[src/rtl/axi_port_arbiter.sv]
// Two-port arbiter sharing one AXI burst master (write or read side).
// Forwards the winning port's burst command and routes ready/busy/wdata.
`timescale 1ns/1ps
module axi_port_arbiter #(
  parameter int ADDR_W  = 30,
  parameter int LEN_W   = 8,
  parameter int DATA_W  = 64,
  parameter int RR_MODE = 1,
  parameter int TIMEOUT = 1023
) (
  input  logic              clk,
  input  logic              rst_n,
  input  logic              s0_start,
  input  logic [ADDR_W-1:0] s0_addr,
  input  logic [LEN_W-1:0]  s0_len,
  input  logic [DATA_W-1:0] s0_wdata,
  output logic              s0_ready,
  output logic              s0_busy,
  input  logic              s1_start,
  input  logic [ADDR_W-1:0] s1_addr,
  input  logic [LEN_W-1:0]  s1_len,
  input  logic [DATA_W-1:0] s1_wdata,
  output logic              s1_ready,
  output logic              s1_busy,
  output logic              m_start,
  output logic [ADDR_W-1:0] m_addr,
  output logic [LEN_W-1:0]  m_len,
  output logic [DATA_W-1:0] m_wdata,
  input  logic              m_ready,
  input  logic              m_busy,
  output logic              grant,
  output logic              grant_valid,
  output logic              timeout_err
);

  typedef enum logic [1:0] {IDLE, ISSUE, BUSY} state_t;

  localparam int CNT_W = (TIMEOUT > 1) ? $clog2(TIMEOUT + 1) : 1;

  state_t              state_q;
  logic                m_start_q;
  logic [ADDR_W-1:0]   m_addr_q;
  logic [LEN_W-1:0]    m_len_q;
  logic                grant_q;
  logic                grant_valid_q;
  logic                timeout_err_q;
  logic                last_grant_q;
  logic [CNT_W-1:0]    wd_cnt_q;

  logic                winner;
  logic [CNT_W-1:0]    wd_cnt_inc;
  logic                wd_expired;

  // On a tie, round-robin favours the port that did not finish the last burst.
  assign winner = (s0_start && s1_start) ? ((RR_MODE != 0) ? ~last_grant_q : 1'b0)
                                         : s1_start;

  assign wd_cnt_inc = wd_cnt_q + CNT_W'(1);
  assign wd_expired = (TIMEOUT != 0) && (wd_cnt_inc == CNT_W'(TIMEOUT));

  // NOTE: all state lives in this one block and uses non-blocking assignments,
  // so every register updates from the same pre-edge values.
  always_ff @(posedge clk or negedge rst_n) begin
    if (!rst_n) begin
      state_q       <= IDLE;
      m_start_q     <= 1'b0;
      m_addr_q      <= '0;
      m_len_q       <= '0;
      grant_q       <= 1'b0;
      grant_valid_q <= 1'b0;
      timeout_err_q <= 1'b0;
      last_grant_q  <= 1'b1;
      wd_cnt_q      <= '0;
    end else begin
      timeout_err_q <= 1'b0;
      unique case (state_q)
        IDLE: begin
          if (m_ready && (s0_start || s1_start)) begin
            grant_q       <= winner;
            m_addr_q      <= winner ? s1_addr : s0_addr;
            m_len_q       <= winner ? s1_len  : s0_len;
            grant_valid_q <= 1'b1;
            m_start_q     <= 1'b1;
            wd_cnt_q      <= '0;
            state_q       <= ISSUE;
          end
        end
        ISSUE: begin
          if (!m_ready) begin
            m_start_q <= 1'b0;
            wd_cnt_q  <= '0;
            state_q   <= BUSY;
          end else if (wd_expired) begin
            // Abort leaves last_grant alone so the same port is re-served.
            m_start_q     <= 1'b0;
            grant_valid_q <= 1'b0;
            timeout_err_q <= 1'b1;
            wd_cnt_q      <= '0;
            state_q       <= IDLE;
          end else begin
            wd_cnt_q <= wd_cnt_inc;
          end
        end
        BUSY: begin
          if (m_ready) begin
            last_grant_q  <= grant_q;
            grant_valid_q <= 1'b0;
            state_q       <= IDLE;
          end
        end
        default: state_q <= IDLE;
      endcase
    end
  end

  assign m_start     = m_start_q;
  assign m_addr      = m_addr_q;
  assign m_len       = m_len_q;
  assign grant       = grant_q;
  assign grant_valid = grant_valid_q;
  assign timeout_err = timeout_err_q;

  // Only the owning port sees the master; the other port sees an idle master.
  assign s0_ready = (grant_valid_q && !grant_q) ? m_ready : 1'b1;
  assign s1_ready = (grant_valid_q &&  grant_q) ? m_ready : 1'b1;
  assign s0_busy  = m_busy & grant_valid_q & ~grant_q;
  assign s1_busy  = m_busy & grant_valid_q &  grant_q;

  // Combinational so FIFO first-word data lines up with m_busy.
  assign m_wdata = grant_q ? s1_wdata : s0_wdata;

endmodule
[config.mk]
export PLATFORM = sky130hd
export DESIGN_NAME = axi_port_arbiter
export DESIGN_NICKNAME = d
export VERILOG_FILES = /design/src/rtl/axi_port_arbiter.sv
export SDC_FILE = /design/constraint.sdc
export NUM_CORES = 1
export LEC_CHECK = 0
export BUFFER_PORTS_ARGS = -buffer_cell sky130_fd_sc_hd__buf_2
export CAP_MARGIN = 20
export CORE_AREA = 2 2 124 126
export CTS_BUF_LIST = sky130_fd_sc_hd__clkbuf_4 sky130_fd_sc_hd__clkbuf_8 sky130_fd_sc_hd__clkbuf_16
export CTS_CLUSTER_DIAMETER = 120
export DETAILED_ROUTE_END_ITERATION = 7
export DIE_AREA = 0 0 126 128
export HOLD_SLACK_MARGIN = 0.08
export PLACE_DENSITY = 0.56
export SETUP_SLACK_MARGIN = 0.5
export SYNTH_ARGS = -nofsm -noshare
export SYNTH_HDL_FRONTEND = slang
export SYNTH_SLANG_ARGS = --single-unit
[constraint.sdc]
create_clock -name clk -period 3.8 [get_ports clk]
set_clock_uncertainty 0.1 [all_clocks]
set_input_delay 0.19 -clock clk [delete_from_list [all_inputs] [get_ports clk]]
set_output_delay 0.19 -clock clk [all_outputs]
set_load 0.01 [all_outputs]
After elaboration in Yosys (flattened, before gate mapping)
Cells that the tools add are included.

cells by class
  multiplexer cells = 25
  equality and inequality tests = 8
  bitwise operators = 5
  reduce and logical (&&, ||, !) cells = 15
  add/sub/neg operators = 1

operator list
  cell                     count
  $mux W64                 1
  $mux W10                 3
  $mux W30                 1
  $pmux W10 S2             1
  $mux W1                  11
  $add A10 B1 Y10 const B  1
  $eq A10 B10 Y1 const B   1
  $mux W2                  4
  $mux W8                  1
  $ne A2 B2 Y1 const B     4
  $pmux W2 S3              1
  $reduce_and A2 Y1        3
  $reduce_and A3 Y1        2
  $reduce_and A5 Y1        1
  $logic_and A1 B1 Y1      4
  $and A1 B1 Y1            3
  $ne A3 B3 Y1 const B     1
  $pmux W1 S3              1
  $reduce_bool A3 Y1       1
  $eq A2 B1 Y1 const B     1
  $eq A2 B2 Y1 const B     1
  $logic_not A2 Y1         1
  $not A1 Y1               2
  $pmux W1 S2              1
  3 further kinds          3

storage, ports and cells
  word-level logic and storage cells = 63
  register bits after elaboration = 55
  output and inout port bits = 110

Longest topological paths before layout
  depth in word-level cells = 5
  depth in mapped cells = 9
  depth with buffers taken out = 8

Least setup slack after synthesis
OpenSTA, ideal clock, no wires.

  kind = register to register
  start = register wd_cnt_q[0]
  end = register m_start_q, in the netlist m_start
  period minus slack after synthesis = 2106 ps
  setup time = 132 ps
  path buffers = 1
  stages on the path, launching flop included = 8
  data arrival time = 1874 ps
  path slack = 1694 ps
  data required time = 3568 ps
  path through = dfrtp_1 -> ha_1 -> nand3_1 -> or3_1 -> a2111o_1 -> buf_2 -> a21oi_1 -> o22ai_1

on the way
  longest elaborated chain between the ends = 4

RTL lines
  item                                line  RTL
  from (decl)                         48    logic [CNT_W-1:0] wd_cnt_q;
  from (signal assigned)              101   wd_cnt_q <= wd_cnt_inc;
  $add A10 B1 Y10                     58    assign wd_cnt_inc = wd_cnt_q + CNT_W'(1);
  $eq A10 B10 Y1                      59    assign wd_expired = (TIMEOUT != 0) && (wd_cnt_inc == CNT_W'(TIMEOUT));
  $ne A3 B3 Y1 (no source line)       --
  $reduce_and A3 Y1 (no source line)  --
  to (signal assigned)                66    m_start_q <= 1'b0;
  to (signal assigned)                83    m_start_q <= 1'b1;
  to (signal assigned)                90    m_start_q <= 1'b0;
  to (decl)                           41    logic m_start_q;

Every way passes these cells.
A chain may end at the register's enable or synchronous reset.

Final worst setup path
  start = register wd_cnt_q[0]
  end = register wd_cnt_q[7]

on the way
  longest elaborated chain between the ends = 5

RTL lines
  item                 line  RTL
  $add A10 B1 Y10 (*)  58
  $eq A10 B10 Y1       59
  $mux W10 (*)         93    end else if (wd_expired) begin
  $mux W10 (*)         89    if (!m_ready) begin
  $pmux W10 S2 (*)     76    unique case (state_q)

Mark *: on every way between the ends. The rest lies on a longest branch, timed or not.

==> implementation parameters <==
Parameter                              Value

Worst setup path
  Worst r2r path cells ... 7
  Cells along the critical path ... ha_1, nand3_1, nor2_1, xnor2_1, a2111o_1, nand2_1, o41ai_1
  Arrival time of data at the critical path endpoint ... 2.53 ns
  Worst path bufs/invs ... 0
  Reg2reg setup slack ... 1.36 ns
  Startpoint of the most critical register-to-register path ... wd_cnt_q[0]
  Endpoint of the worst register-to-register path ... wd_cnt_q[7]
  Nature of the critical path endpoint ... flop
  Worst Path Required ... just under 4 ns
  Standard cell with the maximum stage delay on the critical path ... sky130_fd_sc_hd__a2111o_1
  Critical Path End ... wd_cnt_q[7]
  CP peak stage delay ... 0.44 ns
  Worst path top cell family by delay ... compound AO/OA/AOI/OAI gates
  Worst setup SP type ... flop
  Worst setup path category ... flop to flop
  Worst setup path start ... wd_cnt_q[0]
  Logic depth of the worst setup path including buffers ... 7
  Peak fanout along the critical path ... 15

Power and ir drop
  Tot Pwr ... 3.27 mW
  Worst vdd ir ... 0.269 mV
  Pwr/cell area ... 589 mW/mm^2
  Leakage dissipation ... 2.88 nW

Synth
  Register bit count reported by yosys ... 55
  Largest cells by area after synthesis ... sky130_fd_sc_hd__dfrtp_1, sky130_fd_sc_hd__mux2_2, sky130_fd_sc_hd__mux2i_1
  Number of warnings printed during yosys synthesis ... 0
  Async set-reset flop share out of synthesis ... 1.00
  Nets in the synthesized netlist ... 570
  Area share of the leading cell type in the synthesized netlist ... 0.384
  Mean cell area of the mapped netlist ... 9.92 um^2
  Count of cell types in the netlist ... 40
  Post-synthesis sequential area ratio ... 0.391
  Post-Syn Area ... 0.00352 mm^2
  Gate count of the mapped netlist ... roughly 360
  Post-synth top flop ... sky130_fd_sc_hd__dfrtp_1
  Area leader, netlist ... sky130_fd_sc_hd__dfrtp_1
  Number of enable flip-flop cells after synthesis ... 0

Clock tree
  Clock latency of the later-clocked register in the worst-skew pair ... 0.29 ns
  CTS buffer count ... 5
  Max Buffers Root-to-Sink ... 2
  TritonCTS clock tree ... built
  Clk sink count ... 55
  Count of instances resized after the clock tree is built ... 0
  Number of levels in the clock H-tree ... 2
  Reg clk slew, reported paths ... around 0.08 ns
  Root Driver ... sky130_fd_sc_hd__clkbuf_16

Die
  Die span in x ... 126 um
  Starting density of the core ... 0.237
  Die Y ... approximately 130 um
  Top-Level Pins ... 320
  Die footprint ... 0.0161 mm^2
  Row Count ... 45
  Placeable core region ... 0.0149 mm^2

Route
  Post-DR wirelength/cell ... 16.3 um
  Via-per-instance ratio ... 4.37
  Routed wire length ... 14,000 um
  Remaining routing DRC violations ... 0
  Vias after detailed routing ... 3,764
  1st-iter DRT viols ... 207
  Antenna Violating Nets Remaining ... 0
  Pre-antenna DRT Iters ... 4

Cells and area
  Fill cell instance count of the final layout ... ~1,600
  Proportion of layout cells with a drive suffix above 1 ... 0.610
  NumNets Final ... 881
  Most frequent cells in the layout ... sky130_fd_sc_hd__buf_2, sky130_fd_sc_hd__mux2_2, sky130_fd_sc_hd__nand2_1
  Most common cell after layout, fill and taps aside ... sky130_fd_sc_hd__buf_2
  Synth-to-layout area growth ... 57.5%

Timing
  Slew Limit Headroom ... 0.457
  Maximum operating frequency ... between 0.4 and 0.5 GHz
  Accumulated negative setup slack ... 0 ns
  RSZ-0062 raised after global routing ... no
  Final critical-path share of the clock period ... 0.643
  Post-route worst hold slack ... 0.0835 ns
  Final min period ... 2.44 ns
  Count of endpoints failing hold in the final timing report ... 0
  Transition time of the tightest slew-check pin ... 0.814 ns
  Fin. max-slew vios ... 0
  Number of failing setup endpoints in the final timing report ... 0

Global routing
  Overflow left after global routing ... 0
  Vias in the first global route ... 3,568
  Initial antenna violation count ... 17
  Total Routing Usage GR ... 0.164
  Wire length of the first global-routing pass ... 20,500 um
  Maximum number of pins on one net before global-route repair ... 80

Run status
  Status ... finished clean

Worst hold path
  Classification of the worst-slack hold path ... primary input to flop

Flow run
  Count of max-cap constraint violations ... 0

Placed design
  Total of buffers placed on input and output ports ... 319
  Detailed placement HPWL ... roughly 12,000 um
  Final GP Congestion ... 0.849
-- cell families (layout without fill, tap and decap cells) --
| logic type | after synthesis | in the layout | share of synthesized area |
|---|---|---|---|
| mux | 105 | 105 | 0.322 |
| simple gates | 91 | 91 | 0.120 |
| compound gates | 63 | 63 | 0.105 |
| flops | 55 | 55 | 0.391 |
| buf+inv | 33 | 345 | 0.0366 |
| fa+ha+maj | 5 | 5 | 0.0178 |
| xor+xnor | 3 | 3 | 0.00746 |
| other cells | 0 | 6 | 0 |
-- metrics by stage --
stage | setup WS [ns] | instance area [um^2] | util | instances
floorplan | 1.69 | 3520 | - | 355
global placement | 1.36 | 5320 | 0.358 | 840
detailed placement | 1.37 | 5320 | 0.358 | 840
CTS | 1.34 | 5530 | 0.372 | 855
global route | 1.09 | 5530 | 0.372 | 855
finish | 1.36 | 5550 | 0.373 | 861
-- where the power goes --
part | internal, mW | leakage [nW] | total, mW | switching, mW
Combinational | 0.862 | 2.11 | 1.79 | 0.929
Clock | 0.245 | 0.0740 | 0.463 | 0.218
Sequential | 0.822 | 0.693 | 1.01 | 0.190
-- Yosys cell counts (all sizes together), types with 2 or more instances --
master and number:
nand2b 2, mux2i 39, o21a 2, or3 3
or2 3, inv 7, o22ai 2, nor2 4
buf 7, o31ai 3, o21ai 40, and2 2
nand3 9, dfrtp 54, a21oi 5, o211ai 3
ha 5, clkbuf 19, nand2 55, nand4 4
xnor2 3, mux2 66, nor3 5
-- how the worst min path moves through the flow --
stage,start,endpoint,slack (ns),depth (start not counted)
3_3_place_gp,rst_n,m_addr[26],0.24,1
6_report,s0_addr[24],m_addr[24],0.08,3
5_1_grt,s0_len[3],m_len[3],0.09,3
4_1_cts,s0_addr[16],m_addr[16],0.08,3
3_5_place_dp,rst_n,m_addr[27],0.24,1
2_1_floorplan,rst_n,grant,-0.21,0
-- flip-flops by register name (all words and copies together), names as in the netlist --
register,cells
m_addr,30
state_q,2
grant,1
last_grant_q,1
grant_valid,1
m_start,1
wd_cnt_q,10
m_len,8
timeout_err,1
-- timing repair --
item | in CTS | in global routing
hold endpoints to repair | 37 | 0
buffers inserted | 0 | 0
hold buffers | 7 | 0
-- layer usage --
layer / global-route usage / wire length, um
met5: 0 / 56
met4: 0.0252 / 147
met3: 0.0530 / 1040
met2: 0.285 / 7170
met1: 0.203 / 5600
-- tightest hold or removal path: stages --
cell	delay, ns
sky130_fd_sc_hd__buf_2	0.08
sky130_fd_sc_hd__mux2i_1	0.05
sky130_fd_sc_hd__o21ai_0	0.12
-- layout make-up --
cell class,count,area (um^2),share of cell area
Clock buffer,5,125,0.0226
Inverter,7,26.3,0.00474
Clock inverter,3,18.8,0.00338
Antenna cell,6,15.0,0.00271
Timing Repair Buffer,330,1720,0.310
Sequential cell,55,1380,0.249
Multi-Input combinational cell,267,2030,0.365
Tap cell,188,235,0.0424
(Power assumes the default switching activity.)
